--- src/rtl/dm_access_ctrl_pkg.sv ---
// dm_access_ctrl_pkg
// Shared constants for the data-memory access controller:
//   - dmtype access codes (dm_word .. dm_byte_unsigned)
//   - FSM state encoding
//   - dm_size(): bytes per access type (0 marks an illegal code)
package dm_access_ctrl_pkg;

    localparam logic [2:0] dm_word              = 3'b000;
    localparam logic [2:0] dm_halfword          = 3'b001;
    localparam logic [2:0] dm_halfword_unsigned = 3'b010;
    localparam logic [2:0] dm_byte              = 3'b011;
    localparam logic [2:0] dm_byte_unsigned     = 3'b100;

    typedef enum logic [1:0] {
        ST_IDLE = 2'd0,
        ST_PH0  = 2'd1,
        ST_PH1  = 2'd2,
        ST_RSP  = 2'd3
    } dm_state_e;

    function automatic logic [2:0] dm_size(input logic [2:0] t);
        case (t)
            dm_word:                           dm_size = 3'd4;
            dm_halfword, dm_halfword_unsigned: dm_size = 3'd2;
            dm_byte, dm_byte_unsigned:         dm_size = 3'd1;
            default:                           dm_size = 3'd0;
        endcase
    endfunction

endpackage

--- src/rtl/dm_access_ctrl_lane_map.sv ---
// dm_lane_map
// Combinational lane mapper for one memory phase of an access.
//   i_off   : byte offset of the access inside its first word
//   i_size  : access size in bytes (1, 2, 4; 0 = illegal -> no lanes)
//   i_phase : 0 = first word, 1 = following (wrapped) word
//   o_be    : byte lane enables for this phase
//   o_idx   : per lane, index of the access byte carried by that lane.
//             Selects store-data bytes and holding-register slots alike.
module dm_lane_map
    import dm_access_ctrl_pkg::*;
(
    input  logic [1:0]      i_off,
    input  logic [2:0]      i_size,
    input  logic            i_phase,
    output logic [3:0]      o_be,
    output logic [3:0][1:0] o_idx
);

    for (genvar k = 0; k < 4; k++) begin : g_lane
        logic [2:0] w_i;
        // Access byte index seen by lane k: lanes of the second word continue
        // where the first word ran out (byte 4-off onward).
        assign w_i = i_phase ? (3'(k) + 3'd4 - {1'b0, i_off})
                             : (3'(k) - {1'b0, i_off});
        assign o_be[k]  = (i_phase || (2'(k) >= i_off)) && (w_i < i_size);
        assign o_idx[k] = w_i[1:0];
    end

endmodule

--- src/rtl/dm_access_ctrl.sv ---
// dm_access_ctrl
// Arbitrates two requesters onto a byte-enabled word RAM, splitting
// misaligned accesses into two word cycles, and returns extended load data.
// Ports:
//   clk, rstn                    : clock, async active-low reset
//   pN_req/we/addr/dmtype/wdata  : requester N access (N = 0, 1)
//   pN_gnt                       : combinational grant (IDLE only)
//   pN_rsp_valid                 : completion pulse to owning port
//   rsp_rdata, rsp_err           : response data / illegal-dmtype flag
//   mem_we/be/waddr/wdata        : memory cycle, from registered state only
//   mem_rdata                    : combinational read of word mem_waddr
// Config: define DM_CTRL_RR_EN for round-robin arbitration, otherwise
// port 0 has fixed priority.
module dm_access_ctrl
    import dm_access_ctrl_pkg::*;
#(
    parameter int AW = 7
) (
    input  logic          clk,
    input  logic          rstn,
    input  logic          p0_req,
    input  logic          p0_we,
    input  logic [AW-1:0] p0_addr,
    input  logic [2:0]    p0_dmtype,
    input  logic [31:0]   p0_wdata,
    input  logic          p1_req,
    input  logic          p1_we,
    input  logic [AW-1:0] p1_addr,
    input  logic [2:0]    p1_dmtype,
    input  logic [31:0]   p1_wdata,
    output logic          p0_gnt,
    output logic          p1_gnt,
    output logic          p0_rsp_valid,
    output logic          p1_rsp_valid,
    output logic [31:0]   rsp_rdata,
    output logic          rsp_err,
    output logic          mem_we,
    output logic [3:0]    mem_be,
    output logic [AW-3:0] mem_waddr,
    output logic [31:0]   mem_wdata,
    input  logic [31:0]   mem_rdata
);

    dm_state_e        r_state, w_next;
    logic             r_we, r_port;
    logic [AW-1:0]    r_addr;
    logic [2:0]       r_type;
    logic [31:0]      r_wdata;
    logic [3:0][7:0]  r_hold;

    logic             w_grant, w_p1_win, w_legal, w_split, w_phase, w_mem_act;
    logic [2:0]       w_size;
    logic [3:0]       w_be;
    logic [3:0][1:0]  w_idx;
    logic [31:0]      w_ext;

    // ---------------- arbitration ----------------
    assign w_grant = (r_state == ST_IDLE) && (p0_req || p1_req);

`ifdef DM_CTRL_RR_EN
    logic r_ptr;  // port holding priority on the next tie
    assign w_p1_win = p1_req && (!p0_req || r_ptr);
    always_ff @(posedge clk or negedge rstn) begin
        if (!rstn)        r_ptr <= 1'b0;
        else if (w_grant) r_ptr <= ~w_p1_win;
    end
`else
    assign w_p1_win = p1_req && !p0_req;
`endif

    assign p0_gnt = w_grant && !w_p1_win;
    assign p1_gnt = w_grant &&  w_p1_win;

    // ---------------- access decode ----------------
    assign w_size  = dm_size(r_type);
    assign w_legal = (w_size != 3'd0);
    assign w_split = ({2'b00, r_addr[1:0]} + {1'b0, w_size}) > 4'd4;
    assign w_phase = (r_state == ST_PH1);

    dm_lane_map u_lane_map (
        .i_off   (r_addr[1:0]),
        .i_size  (w_size),
        .i_phase (w_phase),
        .o_be    (w_be),
        .o_idx   (w_idx)
    );

    // ---------------- FSM ----------------
    always_comb begin
        w_next = r_state;
        case (r_state)
            ST_IDLE: if (p0_req || p1_req) w_next = ST_PH0;
            ST_PH0:  w_next = w_split ? ST_PH1 : ST_RSP;
            ST_PH1:  w_next = ST_RSP;
            ST_RSP:  w_next = ST_IDLE;
            default: w_next = ST_IDLE;
        endcase
    end

    always_ff @(posedge clk or negedge rstn) begin
        if (!rstn) begin
            r_state <= ST_IDLE;
            r_we    <= 1'b0;
            r_port  <= 1'b0;
            r_addr  <= '0;
            r_type  <= dm_word;
            r_wdata <= '0;
            r_hold  <= '0;
        end else begin
            r_state <= w_next;
            if (w_grant) begin
                r_port  <= w_p1_win;
                r_we    <= w_p1_win ? p1_we     : p0_we;
                r_addr  <= w_p1_win ? p1_addr   : p0_addr;
                r_type  <= w_p1_win ? p1_dmtype : p0_dmtype;
                r_wdata <= w_p1_win ? p1_wdata  : p0_wdata;
            end
            if (w_mem_act && !r_we) begin
                for (int k = 0; k < 4; k++)
                    if (w_be[k]) r_hold[w_idx[k]] <= mem_rdata[8*k +: 8];
            end
        end
    end

    // ---------------- memory port ----------------
    // Illegal types still pass through PH0, but with no lanes and no write.
    assign w_mem_act = ((r_state == ST_PH0) || (r_state == ST_PH1)) && w_legal;
    assign mem_be    = w_mem_act ? w_be : 4'b0000;
    assign mem_we    = w_mem_act && r_we;
    assign mem_waddr = r_addr[AW-1:2] + {{(AW-3){1'b0}}, w_phase};

    always_comb begin
        mem_wdata = '0;
        for (int k = 0; k < 4; k++)
            if (mem_be[k]) mem_wdata[8*k +: 8] = r_wdata[8*w_idx[k] +: 8];
    end

    // ---------------- response ----------------
    always_comb begin
        case (r_type)
            dm_word:              w_ext = r_hold;
            dm_halfword:          w_ext = {{16{r_hold[1][7]}}, r_hold[1], r_hold[0]};
            dm_halfword_unsigned: w_ext = {16'h0, r_hold[1], r_hold[0]};
            dm_byte:              w_ext = {{24{r_hold[0][7]}}, r_hold[0]};
            dm_byte_unsigned:     w_ext = {24'h0, r_hold[0]};
            default:              w_ext = '0;
        endcase
    end

    assign p0_rsp_valid = (r_state == ST_RSP) && !r_port;
    assign p1_rsp_valid = (r_state == ST_RSP) &&  r_port;
    assign rsp_err      = (r_state == ST_RSP) && !w_legal;
    assign rsp_rdata    = ((r_state == ST_RSP) && !r_we) ? w_ext : 32'h0;

endmodule

--- config.mk ---
export PLATFORM = sky130hd
export DESIGN_NAME = dm_access_ctrl
export DESIGN_NICKNAME = d
export VERILOG_FILES = /design/src/rtl/dm_access_ctrl_pkg.sv /design/src/rtl/dm_access_ctrl_lane_map.sv /design/src/rtl/dm_access_ctrl.sv
export SDC_FILE = /design/constraint.sdc
export NUM_CORES = 1
export LEC_CHECK = 0
export ABC_AREA = 1
export BUFFER_PORTS_ARGS = -buffer_cell sky130_fd_sc_hd__buf_2
export CAP_MARGIN = 25
export CORE_UTILIZATION = 58
export DETAILED_ROUTE_END_ITERATION = 10
export PLACE_DENSITY = 0.95
export SYNTH_ARGS = -nofsm -noshare
export SYNTH_HDL_FRONTEND = slang
export SYNTH_SLANG_ARGS = --single-unit
--- constraint.sdc ---
create_clock -name clk -period 8.1 [get_ports clk]
set_input_delay 0.81 -clock clk [delete_from_list [all_inputs] [get_ports clk]]
set_output_delay 0.81 -clock clk [all_outputs]
set_load 0.005 [all_outputs]
==> results.md <==
- Outcome: finished, violations left
- Failing checks: DRC
- Setup WS post-layout: 2270 ps
- Post-synthesis sequential area ratio: 27.9%
- NetSw: 2.38 mW
- Routed Wire Length: 24.1 mm
- Arrival @ worst endpoint: 5020 ps
- TritonRoute pass-1 iters: 9
- CP Max Fanout: 24
- Slew at the pin closest to its max-slew limit: 1070 ps
- Clk_skew: 4.93 ps
- Commonest non-fill, non-tap cell in the layout: nand2_1
- Die area: 0.0125 mm^2
- CTS root buffer: clkbuf_16
- TritonCTS Buffers: 9
- Worst Reg-to-Reg Cells: 15
- FF+latch count, synth: 78
- Internal Pwr Total: 1.86 mW
- Comb power frac: 70.1%
- Die Ht: 112 um
- Met2 Track Usage GR: 67.0%
- IO Port Bufs: 200
- Max Fclk: 172 MHz
- First-pass GRT wire length: 38.7 mm
- Overall global routing resource usage: 39.9%
- Via density: 5.79
- CTS Sinks: 78
- Final GP Congestion: 0.984
- Syn_nets: 1272
- Max clock buf depth: 2
- Syn Inst Count: 1123
- Hold Crit Class: primary input to async pin
- CP Launch Type: register
- Slew Limit Headroom: 28.4%
- Final worst path period share: 71.9%
- Setup-failing EPs final: 0
- Layout cells sized above 1: 20.7%
- # hold bufs at CTS: 0
- DP Wirelength: 17.7 mm
- DRT iter0 DRCs: 803
- Final hold violations: 0
- Yosys warnings: 0
- CTS tree: built
- Std-Cell Rows: 39
- Worst-skew pair later-pin latency: 360 ps
- H-tree depth: 3
- Setup TNS: 0 ps
- Clk slew on worst S/H paths: 70 ps
- Wirelength per Cell: 16.9 um
- Initial Util: 60.4%
- CTS resizes: 0
- Ranking of synthesized cells by area: dfrtp_1, nand2_1, inv_1
- Required time worst endpoint: 7290 ps
- M3 GR Usage: 7.13%
- Commonest non-fill, non-tap cells in the layout: nand2_1, buf_2, inv_1, o21ai_0, nand3_1
- DRC: 10
- RSZ-0062 raised after global routing: false
- Cell Area, Synth: 0.00699 mm^2
- Post-route ant nets: 0
- IO Pins: 201
- Clk pwr share: 10.8%
- Area delta synth->final: 19.5%
- Cell accounting for the most synthesized area: dfrtp_1
- Flop pwr share: 19.1%
- Initial antenna violation count: 0
- Reg2reg setup slack: 3170 ps
- MaxCap Viol Count: 0
- Top Usage Layer GRT: met2
- Postcts setup bufs: 0
- Fin. max-slew vios: 0
- Pre-CTS setup slack: 2840 ps
- Congestion Overflow GR: 0
- CP endpoint kind: output port
- Pin count of the biggest net entering global routing: 79
- Tmin final: 5830 ps
- Core outline area: 0.0116 mm^2
- Vias in the first global route: 7771
- Layout Nets: 1433
- FF-to-FF End: r_hold[22]
- ANT cells: 0
- PwrDens: 508 mW/mm^2
- Die W: 112 um
- Static Leak: 4.58 nW
- WS Path Type: register to output port
- Yosys top cell area share: 27.9%
- Met1 Use GR: 45.7%
- Maximum vdd ir drop: 0.000369 V
- Routed via count: 8297
- Netlist cell types: 26
- Switch share: 56.1%
- Worst r2r src: r_addr[1]
- Syn_area_per_cell: 6.22 um^2
==> stage by stage <==
step	utilization, %	hold slack, ps	std cells	power, mW	cell area [um^2]
6_report	72.2	339	1432	4.24	8350
4_1_cts	72.0	506	1431	4.17	8320
5_1_grt	72.2	355	1432	4.64	8350
3_5_place_dp	69.2	492	1415	3.69	8000
3_3_place_gp	69.1	478	1414	3.61	7990
2_1_floorplan	-	464	1123	2.89	6990
==> state kept, by name (all words and copies together) (netlist names) <==
register	flops
r_state	2
r_we	1
r_port	1
r_wdata	32
r_hold	32
r_addr	7
r_type	3
==> synthesized netlist by cell type <==
cell      count
a211oi_1     32
a21oi_1      30
a41oi_1       1
buf_1         2
buf_2        12
buf_4         2
clkbuf_1     43
clkinv_1      3
dfrtp_1      78
ha_1         27
inv_1       180
inv_2         3
mux2_2       24
nand2_1     351
nand2_2       3
nand3_1     102
nand3_2       4
nand4_1      12
nor2_1       57
nor2_2        4
o211ai_1     39
o21ai_0     105
o21ai_1       3
o21bai_1      1
xnor2_1       1
xor2_1        4
==> logic make-up (layout without fill, tap and decap cells) <==
logic type / count (synthesis) / in the layout / share of synthesized area [%]
compound gates: 211 / 211 / 17.7
xor+xnor: 5 / 5 / 0.627
fa+ha+maj: 27 / 27 / 4.84
buf+inv: 245 / 411 / 13.5
flops: 78 / 78 / 27.9
mux: 24 / 24 / 3.87
simple gates: 533 / 533 / 31.5
==> power by group through the flow <==
| stage | clock (mW) | combinational (mW) | sequential, mW |
|---|---|---|---|
| finish | 0.457 | 2.97 | 0.809 |
| global route | 0.474 | 3.33 | 0.836 |
| global placement | 0 | 2.81 | 0.797 |
| floorplan | 0 | 2.19 | 0.704 |
| CTS | 0.455 | 2.91 | 0.800 |
| detailed placement | 0 | 2.89 | 0.802 |
==> worst max-delay path, stage by stage, from the launching register on <==
cell and delay [ps]:
dfrtp_1 810, clkinv_1 730, ha_1 890, clkinv_1 570, ha_1 460, inv_1 50
nor2_1 30, o21ai_0 160, nand3_1 110, nor2_1 180, inv_1 170, a211oi_1 310
buf_2 180
==> worst max path at each step <==
stage	from	end	slack, ps
finish	r_addr[1]	mem_wdata[16]	2270
global route	r_addr[1]	mem_wdata[16]	1950
CTS	r_addr[1]	mem_wdata[16]	2410
detailed placement	r_addr[1]	mem_wdata[16]	2840
global placement	r_addr[1]	mem_wdata[16]	2990
floorplan	r_addr[1]	mem_wdata[16]	4260
==> metal layers <==
layer,up-vias,routed length (um)
li1,3927,-
met1,3712,8910
met2,539,11500
met3,119,2120
met4,0,1610
met5,-,0
==> area by class of cell <==
type,count,area [um^2]
tap,143,179
fill,959,3210
clock buffer,9,225
timing repair buffer,209,1100
sequential,78,1950
clock inverter,7,95.1
inverter,186,698
multi-input combinational,800,4100
No activity file was read; power rests on OpenSTA's default activity.
